--- src/rtl/pedagio_arbitro.sv ---
// pedagio_arbitro: round-robin arbiter sharing one toll accumulator/display
// datapath between N_LANES booths. Picks a requesting booth, latches and
// classifies its vehicle, issues one clean ready pulse for valid vehicles,
// then completes a 4-phase ack handshake. Refused vehicles are counted.
// Optional build macro: PEDAGIO_PRIO_EN makes booth 0 a priority lane.

module pedagio_arbitro #(
    parameter int N_LANES    = 4,
    parameter int GAP_CYCLES = 2
) (
    input  logic                   clk,
    input  logic                   reset,
    input  logic [N_LANES-1:0]     req,
    input  logic [2*N_LANES-1:0]   lane_eixos,
    input  logic [4*N_LANES-1:0]   lane_peso,
    output logic [N_LANES-1:0]     ack,
    output logic                   nack,
    output logic                   ready,
    output logic [1:0]             Eixos,
    output logic [3:0]             Peso,
    output logic                   busy,
    output logic [7:0]             err_cnt
);

    localparam int LW = (N_LANES > 1) ? $clog2(N_LANES) : 1;
    localparam int GW = $clog2(GAP_CYCLES + 1);

    typedef enum logic [2:0] {
        IDLE,
        CLASSIFY,
        PULSE,
        GAP,
        ACK
    } state_t;

    state_t               state, state_nxt;
    logic [LW-1:0]        lane, lane_nxt;
    logic [LW-1:0]        ptr, ptr_nxt;
    logic [GW-1:0]        gap_cnt, gap_nxt;
    logic [1:0]           eixos_nxt;
    logic [3:0]           peso_nxt;
    logic [N_LANES-1:0]   ack_nxt;
    logic                 nack_nxt;
    logic                 ready_nxt;
    logic [7:0]           err_nxt;

    logic [1:0]           eix_arr  [N_LANES];
    logic [3:0]           peso_arr [N_LANES];
    logic                 win_found;
    logic                 win_prio;
    logic [LW-1:0]        win_idx;
    logic                 vehicle_valid;
    logic [N_LANES-1:0]   lane_onehot;

    // Split the packed booth buses into per-lane fields for indexed selection
    always_comb begin
        for (int i = 0; i < N_LANES; i++) begin
            eix_arr[i]  = lane_eixos[2*i +: 2];
            peso_arr[i] = lane_peso[4*i +: 4];
        end
    end

    // Winner search: first requesting lane above the pointer, wrapping around
    always_comb begin
        int            cand;
        logic [LW-1:0] cand_idx;
        win_found = 1'b0;
        win_prio  = 1'b0;
        win_idx   = ptr;
        cand      = 0;
        cand_idx  = '0;
        for (int off = 1; off <= N_LANES; off++) begin
            cand = int'(ptr) + off;
            if (cand >= N_LANES) begin
                cand = cand - N_LANES;
            end
            cand_idx = LW'(cand);
            if (!win_found && req[cand_idx]) begin
                win_found = 1'b1;
                win_idx   = cand_idx;
            end
        end
`ifdef PEDAGIO_PRIO_EN
        if (req[0]) begin
            win_found = 1'b1;
            win_prio  = 1'b1;
            win_idx   = '0;
        end
`endif
    end

    // Vehicle category check on the latched data and the granted lane's one-hot
    always_comb begin
        vehicle_valid = ((Peso <= 4'd7)  && (Eixos == 2'b00)) ||
                        ((Peso <= 4'd12) && (Eixos == 2'b01)) ||
                        ((Peso >  4'd12) && (Eixos >= 2'b10));
        lane_onehot   = {{(N_LANES-1){1'b0}}, 1'b1} << lane;
    end

    // Next-state and registered-output logic for the grant/charge/handshake FSM
    always_comb begin
        state_nxt = state;
        lane_nxt  = lane;
        ptr_nxt   = ptr;
        gap_nxt   = gap_cnt;
        eixos_nxt = Eixos;
        peso_nxt  = Peso;
        ack_nxt   = ack;
        nack_nxt  = nack;
        ready_nxt = 1'b0;
        err_nxt   = err_cnt;
        case (state)
            IDLE: begin
                if (win_found) begin
                    lane_nxt  = win_idx;
                    eixos_nxt = eix_arr[win_idx];
                    peso_nxt  = peso_arr[win_idx];
                    if (!win_prio) begin
                        ptr_nxt = win_idx;
                    end
                    state_nxt = CLASSIFY;
                end
            end
            CLASSIFY: begin
                if (vehicle_valid) begin
                    ready_nxt = 1'b1;
                    state_nxt = PULSE;
                end else begin
                    ack_nxt  = lane_onehot;
                    nack_nxt = 1'b1;
                    if (err_cnt != 8'hFF) begin
                        err_nxt = err_cnt + 8'd1;
                    end
                    state_nxt = ACK;
                end
            end
            PULSE: begin
                gap_nxt   = GW'(GAP_CYCLES - 1);
                state_nxt = GAP;
            end
            GAP: begin
                if (gap_cnt == '0) begin
                    ack_nxt   = lane_onehot;
                    nack_nxt  = 1'b0;
                    state_nxt = ACK;
                end else begin
                    gap_nxt = gap_cnt - GW'(1);
                end
            end
            ACK: begin
                if (!req[lane]) begin
                    ack_nxt   = '0;
                    nack_nxt  = 1'b0;
                    state_nxt = IDLE;
                end
            end
            default: begin
                state_nxt = IDLE;
            end
        endcase
    end

    // State and output registers; reset aborts any transaction without charge
    always_ff @(posedge clk or negedge reset) begin
        if (!reset) begin
            state   <= IDLE;
            lane    <= '0;
            ptr     <= LW'(N_LANES - 1);
            gap_cnt <= '0;
            Eixos   <= 2'b00;
            Peso    <= 4'd0;
            ack     <= '0;
            nack    <= 1'b0;
            ready   <= 1'b0;
            err_cnt <= 8'd0;
        end else begin
            state   <= state_nxt;
            lane    <= lane_nxt;
            ptr     <= ptr_nxt;
            gap_cnt <= gap_nxt;
            Eixos   <= eixos_nxt;
            Peso    <= peso_nxt;
            ack     <= ack_nxt;
            nack    <= nack_nxt;
            ready   <= ready_nxt;
            err_cnt <= err_nxt;
        end
    end

    assign busy = (state != IDLE);

endmodule

--- config.mk ---
export PLATFORM = sky130hd
export DESIGN_NAME = pedagio_arbitro
export DESIGN_NICKNAME = d
export VERILOG_FILES = /design/src/rtl/pedagio_arbitro.sv
export SDC_FILE = /design/constraint.sdc
export NUM_CORES = 1
export LEC_CHECK = 0
export ABC_AREA = 1
export CORE_MARGIN = 3
export CORE_UTILIZATION = 35
export CTS_BUF_LIST = sky130_fd_sc_hd__clkbuf_16
export DETAILED_ROUTE_END_ITERATION = 6
export SLEW_MARGIN = 30
export SYNTH_ARGS = -nofsm -noshare
export SYNTH_HDL_FRONTEND = slang
export SYNTH_SLANG_ARGS = --single-unit
--- constraint.sdc ---
create_clock -name clk -period 4.7 [get_ports clk]
set_input_delay 0.705 -clock clk [delete_from_list [all_inputs] [get_ports clk]]
set_output_delay 0.705 -clock clk [all_outputs]
set_load 0.01 [all_outputs]
-- After elaboration in Yosys (flattened, before gate mapping)
Index checks and enable logic that the tools add are counted.
- $add $sub $neg: 10
- magnitude comparators: 14
- eq/ne operators: 11
- shift-type cells: 1
- multiplexer cells: 45
- bitwise operators: 2
- reductions and logical operators: 22
- operator list (cell ; count):
    2-to-1 mux 2 bit ; 11
    2-to-1 mux 4 bit ; 5
    less-than comparator 2 x 3 -> 1 bit (second input constant) ; 5
    case mux 3 bit (5 select lines) ; 1
    2-to-1 mux 1 bit ; 14
    >= comparator 3 bit (second input constant) ; 4
    2-to-1 mux 3 bit ; 4
    case mux 4 bit (3 select lines) ; 1
    binary-select mux 1 bit (select 2 bit) ; 5
    inequality test 2 bit (second input constant) ; 5
    subtractor 2 x 1 -> 2 bit (second input constant) ; 5
    adder 8 x 1 -> 8 bit (second input constant) ; 1
    binary-select mux 4 bit (select 2 bit) ; 1
    inequality test 8 bit (second input constant) ; 1
    adder 2 x 2 -> 3 bit (second input constant) ; 2
    equality test 3 x 2 -> 1 bit (second input constant) ; 2
    logical AND 1 bit ; 6
    AND reduction 3 bit ; 2
    nonzero test 3 bit ; 2
    adder 2 x 3 -> 4 bit (second input constant) ; 1
    binary-select mux 2 bit (select 2 bit) ; 1
    >= comparator 4 x 3 -> 1 bit (second input constant) ; 1
    > comparator 4 bit (second input constant) ; 1
    less-or-equal comparator 4 x 3 -> 1 bit (second input constant) ; 1
    other kinds (18) ; 23
- bits in registers: 29
- bits of input ports: 30
- output and inout bits: 21
- word-level logic and storage cells: 115

-- Logic depth before layout (Yosys ltp)
Gate-level depths: netlist of run 1.
- depth after elaboration: 19
- gate-level depth with buffers: 14
- gate-level depth less buffers: 14

-- Worst setup path before layout of run 1
No wires, ideal clock.
- path type: input to register
- from: in req[1]
- to: reg Eixos[0]
- setup time: 0.117 ns
- arrival time: 1.599 ns
- required time: 4.583 ns
- setup slack: 2.984 ns
- stages on the path: 13
- cell sequence: nand2_1 -> nand2_2 -> nand2_2 -> nand2_2 -> nand2_2 -> nand2_1 -> nand2_2 -> buf_6 -> nand3b_1 -> nand2_1 -> nand2_1 -> nand3_1 -> nand2_1
- word-level cells in the longest chain between the ends: 16
- ends and longest elaborated chain (element ; RTL line ; text):
    start, declared ; 13 ; input logic [N_LANES-1:0] req,
    binary-select mux 1 bit (select 2 bit) ; 78 ; if (!win_found && req[cand_idx]) begin
    2-to-1 mux 1 bit (implied by the code) ; 78 ;
    2-to-1 mux 1 bit ; 78 ;
    zero test 1 bit ; 78 ;
    logical AND 1 bit ; 78 ;
    2-to-1 mux 1 bit ; 78 ;
    zero test 1 bit ; 78 ;
    logical AND 1 bit ; 78 ;
    2-to-1 mux 1 bit ; 78 ;
    zero test 1 bit ; 78 ;
    logical AND 1 bit ; 78 ;
    2-to-1 mux 2 bit ; 78 ;
    NOT 2 -> 3 bit (implied by the code) ; 116 ; eixos_nxt = eix_arr[win_idx];
    binary-select mux 2 bit (select 2 bit) ; 116 ;
    2-to-1 mux 2 bit (implied by the code) (2 in a row) ; 116 ;
    end signal, assigned ; 181 ; Eixos <= eixos_nxt;
    end, declared ; 19 ; output logic [1:0] Eixos,
Parallel ways exist; a longest one is shown, timed or not. The select of a mux whose other input is x is not followed.
A chain may end at the register's enable or synchronous reset.

-- Final worst setup path of run 1
- from: reg state[2]
- to: out busy
- word-level cells in the longest chain between the ends: 1
- ends and longest elaborated chain (element ; RTL line ; text):
    start, declared ; 36 ; state_t state, state_nxt;
    start signal, assigned ; 177 ; state <= state_nxt;
    nonzero test 3 bit ; 190 ; assign busy = (state != IDLE);
    end, declared ; 21 ; output logic busy,
Every way passes these cells.

==> flow_metrics.py, run 1 <==
metrics = {
    "routing": {
        "vias_per_cell": 4.59,
        "drt_iter0_drc": 88,
        "drt-total-wl_um": 4280,
        "ant_nets": 0,
        "drt-pass1-iter-count": 4,
        "vias": 1791,
        "avgRoutedWirePerCell_um": 11.0,
        "drc_errors": 0,
    },
    "floorplan": {
        "io_pins": 51,
        "die_h_um": 79.7,
        "rows": 26,
        "start_util_pct": 36.7,
        "coreArea_um2": 5170,
        "dieWidth_um": 79.7,
        "dieArea_um2": 6350,
    },
    "finish": {
        "nFillCells": 508,
        "area_growth_pct": 37.7,
        "post-route-util_pct": 50.6,
        "num-nets-final": 351,
        "insertedDiodeCount": 0,
        "drive_gt1_share_pct": 10.6,
    },
    "yosys": {
        "synth_fp_nets": 297,
        "ys_seq_area_share_pct": 38.3,
        "synthAdderAreaFrac_pct": 1.32,
        "synth_commonest_cells": "nand2_1 (77), nand3_1 (51), dfrtp_1 (27), inv_1 (27), nand2_2 (14)",
        "synth_most_common_cell": "nand2_1",
        "synth_top_family_by_area": "simple AND/OR/NAND/NOR gates",
        "synthFlopType": "dfrtp_1",
        "netlist_area_um2": 1900,
        "ys.warnings.count": 0,
        "synth_top_cell_area_share_pct": 35.5,
        "syn_inst": 265,
        "synth-simple-area-share_pct": 42.6,
        "yosys.cell_types.count": 26,
        "yosys.area.top_type": "dfrtp_1",
        "synth_async_sr_flop_share_pct": 100,
        "synth_xor_area_share_pct": 3.23,
        "synthTopCellsByArea": "dfrtp_1 (36%), nand2_1 (15%), nand3_1 (13%)",
        "avgSynthCellArea_um2": 7.17,
        "synth_compound_area_share_pct": 6.06,
        "synth_seq_cells": 29,
        "synth.area.mux_share_pct": 0,
        "synth_edf_count": 0,
    },
    "setup_path": {
        "r2r_start": "ptr[0]",
        "r2r_end": "Peso[1]",
        "critPathArrivalTime_ns": 1.68,
        "reg2reg_slack_ns": 2.62,
        "start_kind": "flop",
        "critPathKind": "reg -> out",
        "cp-end-kind": "primary output",
        "path_max_fanout": 4,
        "reg2regPathDepth": 13,
        "crit_required_ns": 3.99,
    },
    "sta": {
        "min_period_ns": 2.38,
        "setup_tns_ns": 0,
        "final_max_slew_viol_count": 0,
        "post-route-period-util_pct": 50.7,
        "setup_viol": 0,
        "slew_headroom_pct": 76.2,
        "hold_viol_final": 0,
        "fin_skew_ns": 0.00520,
        "clock.fmax_mhz": 419,
        "rsz0062_at_grt": "no",
        "tightest_slew_ns": 0.357,
    },
    "pwr": {
        "intPower_w": 0.00104,
        "switching_share_pct": 45.5,
        "p_leak_nw": 1.28,
        "pwr-share-seq_pct": 24.5,
        "power.density_nw_per_um2": 732,
        "fin_total_pwr_w": 0.00191,
        "switching_power_w": 0.000871,
        "ir_drop_mv": 0.316,
        "clockPowerShare_pct": 18.1,
        "pwr-share-comb_pct": 57.4,
    },
    "clock_network": {
        "cts_hold_buf": 0,
        "cts_tree": "done",
        "clock-sinks": 29,
        "clockBufferDepth": 2,
        "clockRootBuffer": "clkbuf_16",
        "cts_setup_buffers": 0,
        "path_clk_slew_ns": 0.05,
        "cts_resized": 0,
        "clock_latency_ns": 0.27,
        "htreeDepth": 2,
        "cts_inserted_buffers": 5,
    },
    "global_route": {
        "grt-ovfl-total": 0,
        "grt_usage_pct": 15.1,
        "antenna_found_initial": 0,
        "grt_first_pass_wirelength_um": 7700,
        "grt_max_degree": 30,
        "grt_pass1_vias": 1741,
    },
    "place": {
        "gp_congestion": 0.777,
        "hpwl_um": 3360,
        "port_buffers": 50,
    },
    "worst_hold_path": {
        "hold_depth": 2,
        "whs_endpoint": "ack[2]",
        "holdCritStartpoint": "ack[2]",
        "hold_path.class": "reg -> reg",
    },
    "outcome": {
        "status": "completed",
    },
    "flow_run": {
        "maxCapViolations": 0,
    },
}
==> worst max-delay path by stage <==
stage                        start       end  slack, ns  cells after the start
after CTS                 state[2]      busy       2.30                      5
after detailed placement    req[2]   Peso[1]       2.20                     14
after floorplan             req[1]  Eixos[0]       2.98                     13
after global routing      state[2]      busy       2.23                      5
final                     state[2]      busy       2.32                      5
after global placement      req[2]   Peso[1]       2.22                     14
==> final cells by class <==
type / instances / area [µm²] / share of cell area, %
Multi-Input combinational cell: 200 / 1010 / 38.6
Inverter: 32 / 120 / 4.59
Clock buffer: 5 / 125 / 4.78
Sequential cell: 29 / 728 / 27.8
Timing Repair Buffer: 51 / 508 / 19.4
Tap cell: 70 / 87.6 / 3.35
Clock inverter: 3 / 37.5 / 1.43
==> sequential cells by signal, indices dropped and copies added (netlist names) <==
register / flops
err_cnt: 8
state: 3
ready: 1
ptr: 2
Peso: 4
gap_cnt: 2
ack: 4
Eixos: 2
lane: 2
nack: 1
==> cell usage in the layout (no fill, tap or decap), types with 2 or more instances in the layout <==
master and instances:
nand3b_1 6, ha_1 2, nor3_1 4, xor2_1 5, clkdlybuf4s50_1 50, inv_2 5
o21ai_1 5, a21oi_1 5, clkbuf_16 5, nor2_1 12, o21ai_0 7, dfstp_2 2
nand2_1 77, nand2_4 3, nand3_1 51, dfrtp_1 27, xnor2_1 2, nand2_2 14
inv_1 28
==> logic make-up (layout without fill, tap and decap cells) <==
kind of cell / after synthesis / in the layout
AND/OR/NAND/NOR: 170 / 170
buffers and inverters: 36 / 91
flip-flops: 29 / 29
AO/OA/AOI/OAI: 21 / 21
XOR/XNOR: 7 / 7
adder cells (fa/ha/maj): 2 / 2
==> worst max-delay path, cell delays in order, from the launching register on <==
cell,delay [ns]
dfrtp_1,0.40
nor2_1,0.21
inv_1,0.06
nor2_1,0.15
inv_1,0.10
clkdlybuf4s50_1,0.49
==> power groups by stage <==
stage,combinational [W],clock [W],sequential (W)
after global routing,0.00126,0.000366,0.000487
after detailed placement,0.00111,0,0.000471
after CTS,0.00112,0.000353,0.000470
final,0.00110,0.000347,0.000469
after global placement,0.00110,0,0.000471
after floorplan,0.000811,0,0.000473
==> per-stage QoR <==
stage          area (µm²)  worst slack (ns)  hold WS (ns)  cells
4_1_cts              2620              2.30         0.478    390
2_1_floorplan        1900              2.98         0.409    265
3_3_place_gp         2450              2.22         0.457    382
3_5_place_dp         2450              2.20         0.460    382
6_report             2620              2.32         0.479    390
5_1_grt              2620              2.23         0.500    390
==> metal layers <==
metal,part of all wire [%],GRT usage [%]
met1,47,19.8
met3,4.3,3.72
met4,0,4.98
met5,0,0
met2,48,24.1
Power figures use the tool's default switching activity.
==> run 2: changes to the inputs <==
- clock period: 4.7 -> 2.5 ns (I/O delays scaled with it)
==> flow_metrics.py, run 2 (same netlist as run 1, synthesis figures left out) <==
metrics = {
    "finish": {
        "drive_gt1_share_pct": 10.3,
        "area_growth_pct": 36.3,
        "mostFrequentLayoutCell": "nand2_1",
        "reg_top3": "err_cnt x8, Peso x4, ack x4",
        "largest_register_ffs": 8,
        "insertedDiodeCount": 0,
        "num-nets-final": 351,
        "final_cell_mix": "nand2_1 (77), nand3_1 (51), clkdlybuf4s50_1 (50)",
        "regMostFlops": "err_cnt",
    },
    "pwr": {
        "switching_power_w": 0.00163,
        "pwr-share-comb_pct": 59.4,
        "p_leak_nw": 1.28,
        "ir_drop_mv": 0.524,
        "clockPowerShare_pct": 15.3,
        "switching_share_pct": 46.7,
        "pwr-share-seq_pct": 25.3,
        "intPower_w": 0.00186,
        "power.density_nw_per_um2": 1340,
    },
    "setup_path": {
        "cp-end-kind": "flop",
        "path_max_fanout": 13,
        "critPathArrivalTime_ns": 2.26,
        "crit_required_ns": 2.66,
        "critPathKind": "reg -> reg",
        "start_kind": "flop",
    },
    "global_route": {
        "grt_usage_pct": 14.7,
        "antenna_found_initial": 0,
        "grt_first_pass_wirelength_um": 7570,
        "grt_pass1_vias": 1722,
        "grt_max_degree": 30,
        "grt-ovfl-total": 0,
    },
    "routing": {
        "route.met2.wl_um": 2010,
        "drt-total-wl_um": 4240,
        "avgRoutedWirePerCell_um": 10.9,
        "drt_iter0_drc": 83,
        "vias": 1816,
        "vias_per_cell": 4.66,
        "m1WireLength_um": 2000,
        "drc_errors": 0,
        "drt-pass1-iter-count": 4,
        "ant_nets": 0,
        "top_layer": "met4",
        "wl_met3_um": 203,
    },
    "sta": {
        "setup_viol": 0,
        "fin_skew_ns": 0.00479,
        "setup_ws_ns": 0.393,
        "post-route-period-util_pct": 84.3,
        "final_max_slew_viol_count": 0,
        "clock.fmax_mhz": 475,
        "tightest_slew_ns": 0.357,
        "rsz0062_at_grt": "no",
        "hold_viol_final": 0,
        "min_period_ns": 2.11,
        "slew_headroom_pct": 76.2,
        "setup_tns_ns": 0,
    },
    "place": {
        "pre_cts_ws_ns": 0.315,
        "port_buffers": 50,
        "hpwl_um": 3330,
        "gp_congestion": 0.778,
    },
    "floorplan": {
        "dieArea_um2": 6350,
        "coreArea_um2": 5170,
        "dieWidth_um": 79.7,
        "rows": 26,
        "start_util_pct": 36.7,
        "io_pins": 51,
        "die_h_um": 79.7,
    },
    "clock_network": {
        "path_clk_slew_ns": 0.05,
        "clockRootBuffer": "clkbuf_16",
        "clock_latency_ns": 0.27,
        "cts_tree": "done",
        "cts_inserted_buffers": 5,
        "cts_resized": 0,
        "clockBufferDepth": 2,
        "clock-sinks": 29,
        "htreeDepth": 2,
        "cts_hold_buf": 0,
        "cts_setup_buffers": 0,
    },
    "worst_hold_path": {
        "hold_path.class": "reg -> reg",
    },
    "outcome": {
        "status": "completed",
    },
    "flow_run": {
        "maxCapViolations": 0,
    },
}
## run 2: changes by cell type in the layout (fill, tap and decap cells not counted), sizes merged
cell,change
bufinv,-1
inv,+1
## run 2: final timing paths
| check | startpoint | to | slack (ns) | cells after the start |
|---|---|---|---|---|
| min reg2reg | nack | nack | 0.47 | 2 |
| max in group asynchronous | reset | ptr[0] | 1.70 | 2 |
| max reg2reg | ptr[0] | Peso[1] | 0.39 | 13 |
| min | nack | nack | 0.47 | 2 |
| min in group asynchronous | reset | ack[0] | 0.49 | 2 |
| max | ptr[0] | Peso[1] | 0.39 | 13 |
## run 2: routing by layer
layer / up-vias / global-route usage, %
li1: 966 / -
met1: 803 / 19.9
met2: 45 / 23.6
met3: 2 / 3.39
met4: 0 / 3.61
met5: - / 0
## run 2: area by class of cell
class / instances / area (µm²)
Timing Repair Buffer: 51 / 508
Multi-Input combinational cell: 200 / 1010
Clock buffer: 5 / 125
Fill cell: 517 / 2580
Sequential cell: 29 / 728
Clock inverter: 3 / 11.3
Tap cell: 70 / 87.6
Inverter: 32 / 120
## run 2: stage by stage
stage	power (W)	hold slack [ns]	cell area, µm²	std cells	utilization [%]
2_1_floorplan	0.00241	0.0794	1900	265	-
3_3_place_gp	0.00295	0.457	2450	382	47.5
3_5_place_dp	0.00297	0.460	2450	382	47.5
4_1_cts	0.00352	0.480	2590	390	50.1
5_1_grt	0.00386	0.503	2590	390	50.1
6_report	0.00348	0.471	2590	390	50.1
## run 2: power groups by stage
| stage | Clock (W) | Sequential [W] | Combinational, W |
|---|---|---|---|
| floorplan | 0 | 0.000890 | 0.00153 |
| global route | 0.000575 | 0.000916 | 0.00237 |
| global placement | 0 | 0.000885 | 0.00207 |
| detailed placement | 0 | 0.000888 | 0.00208 |
| CTS | 0.000549 | 0.000884 | 0.00209 |
| finish | 0.000533 | 0.000881 | 0.00207 |
## run 2: worst max-delay path: stages (launching register included)
cell and delay (ns):
dfstp_2 0.66, inv_2 0.15, nand2_1 0.10, nand2_2 0.09, nand2_4 0.10, nand2_4 0.07, inv_2 0.08, nand3_2 0.24
nand2_2 0.23, nand2_1 0.07, nand2_1 0.06, nand2_1 0.04, nand3_1 0.07, nand2_1 0.05
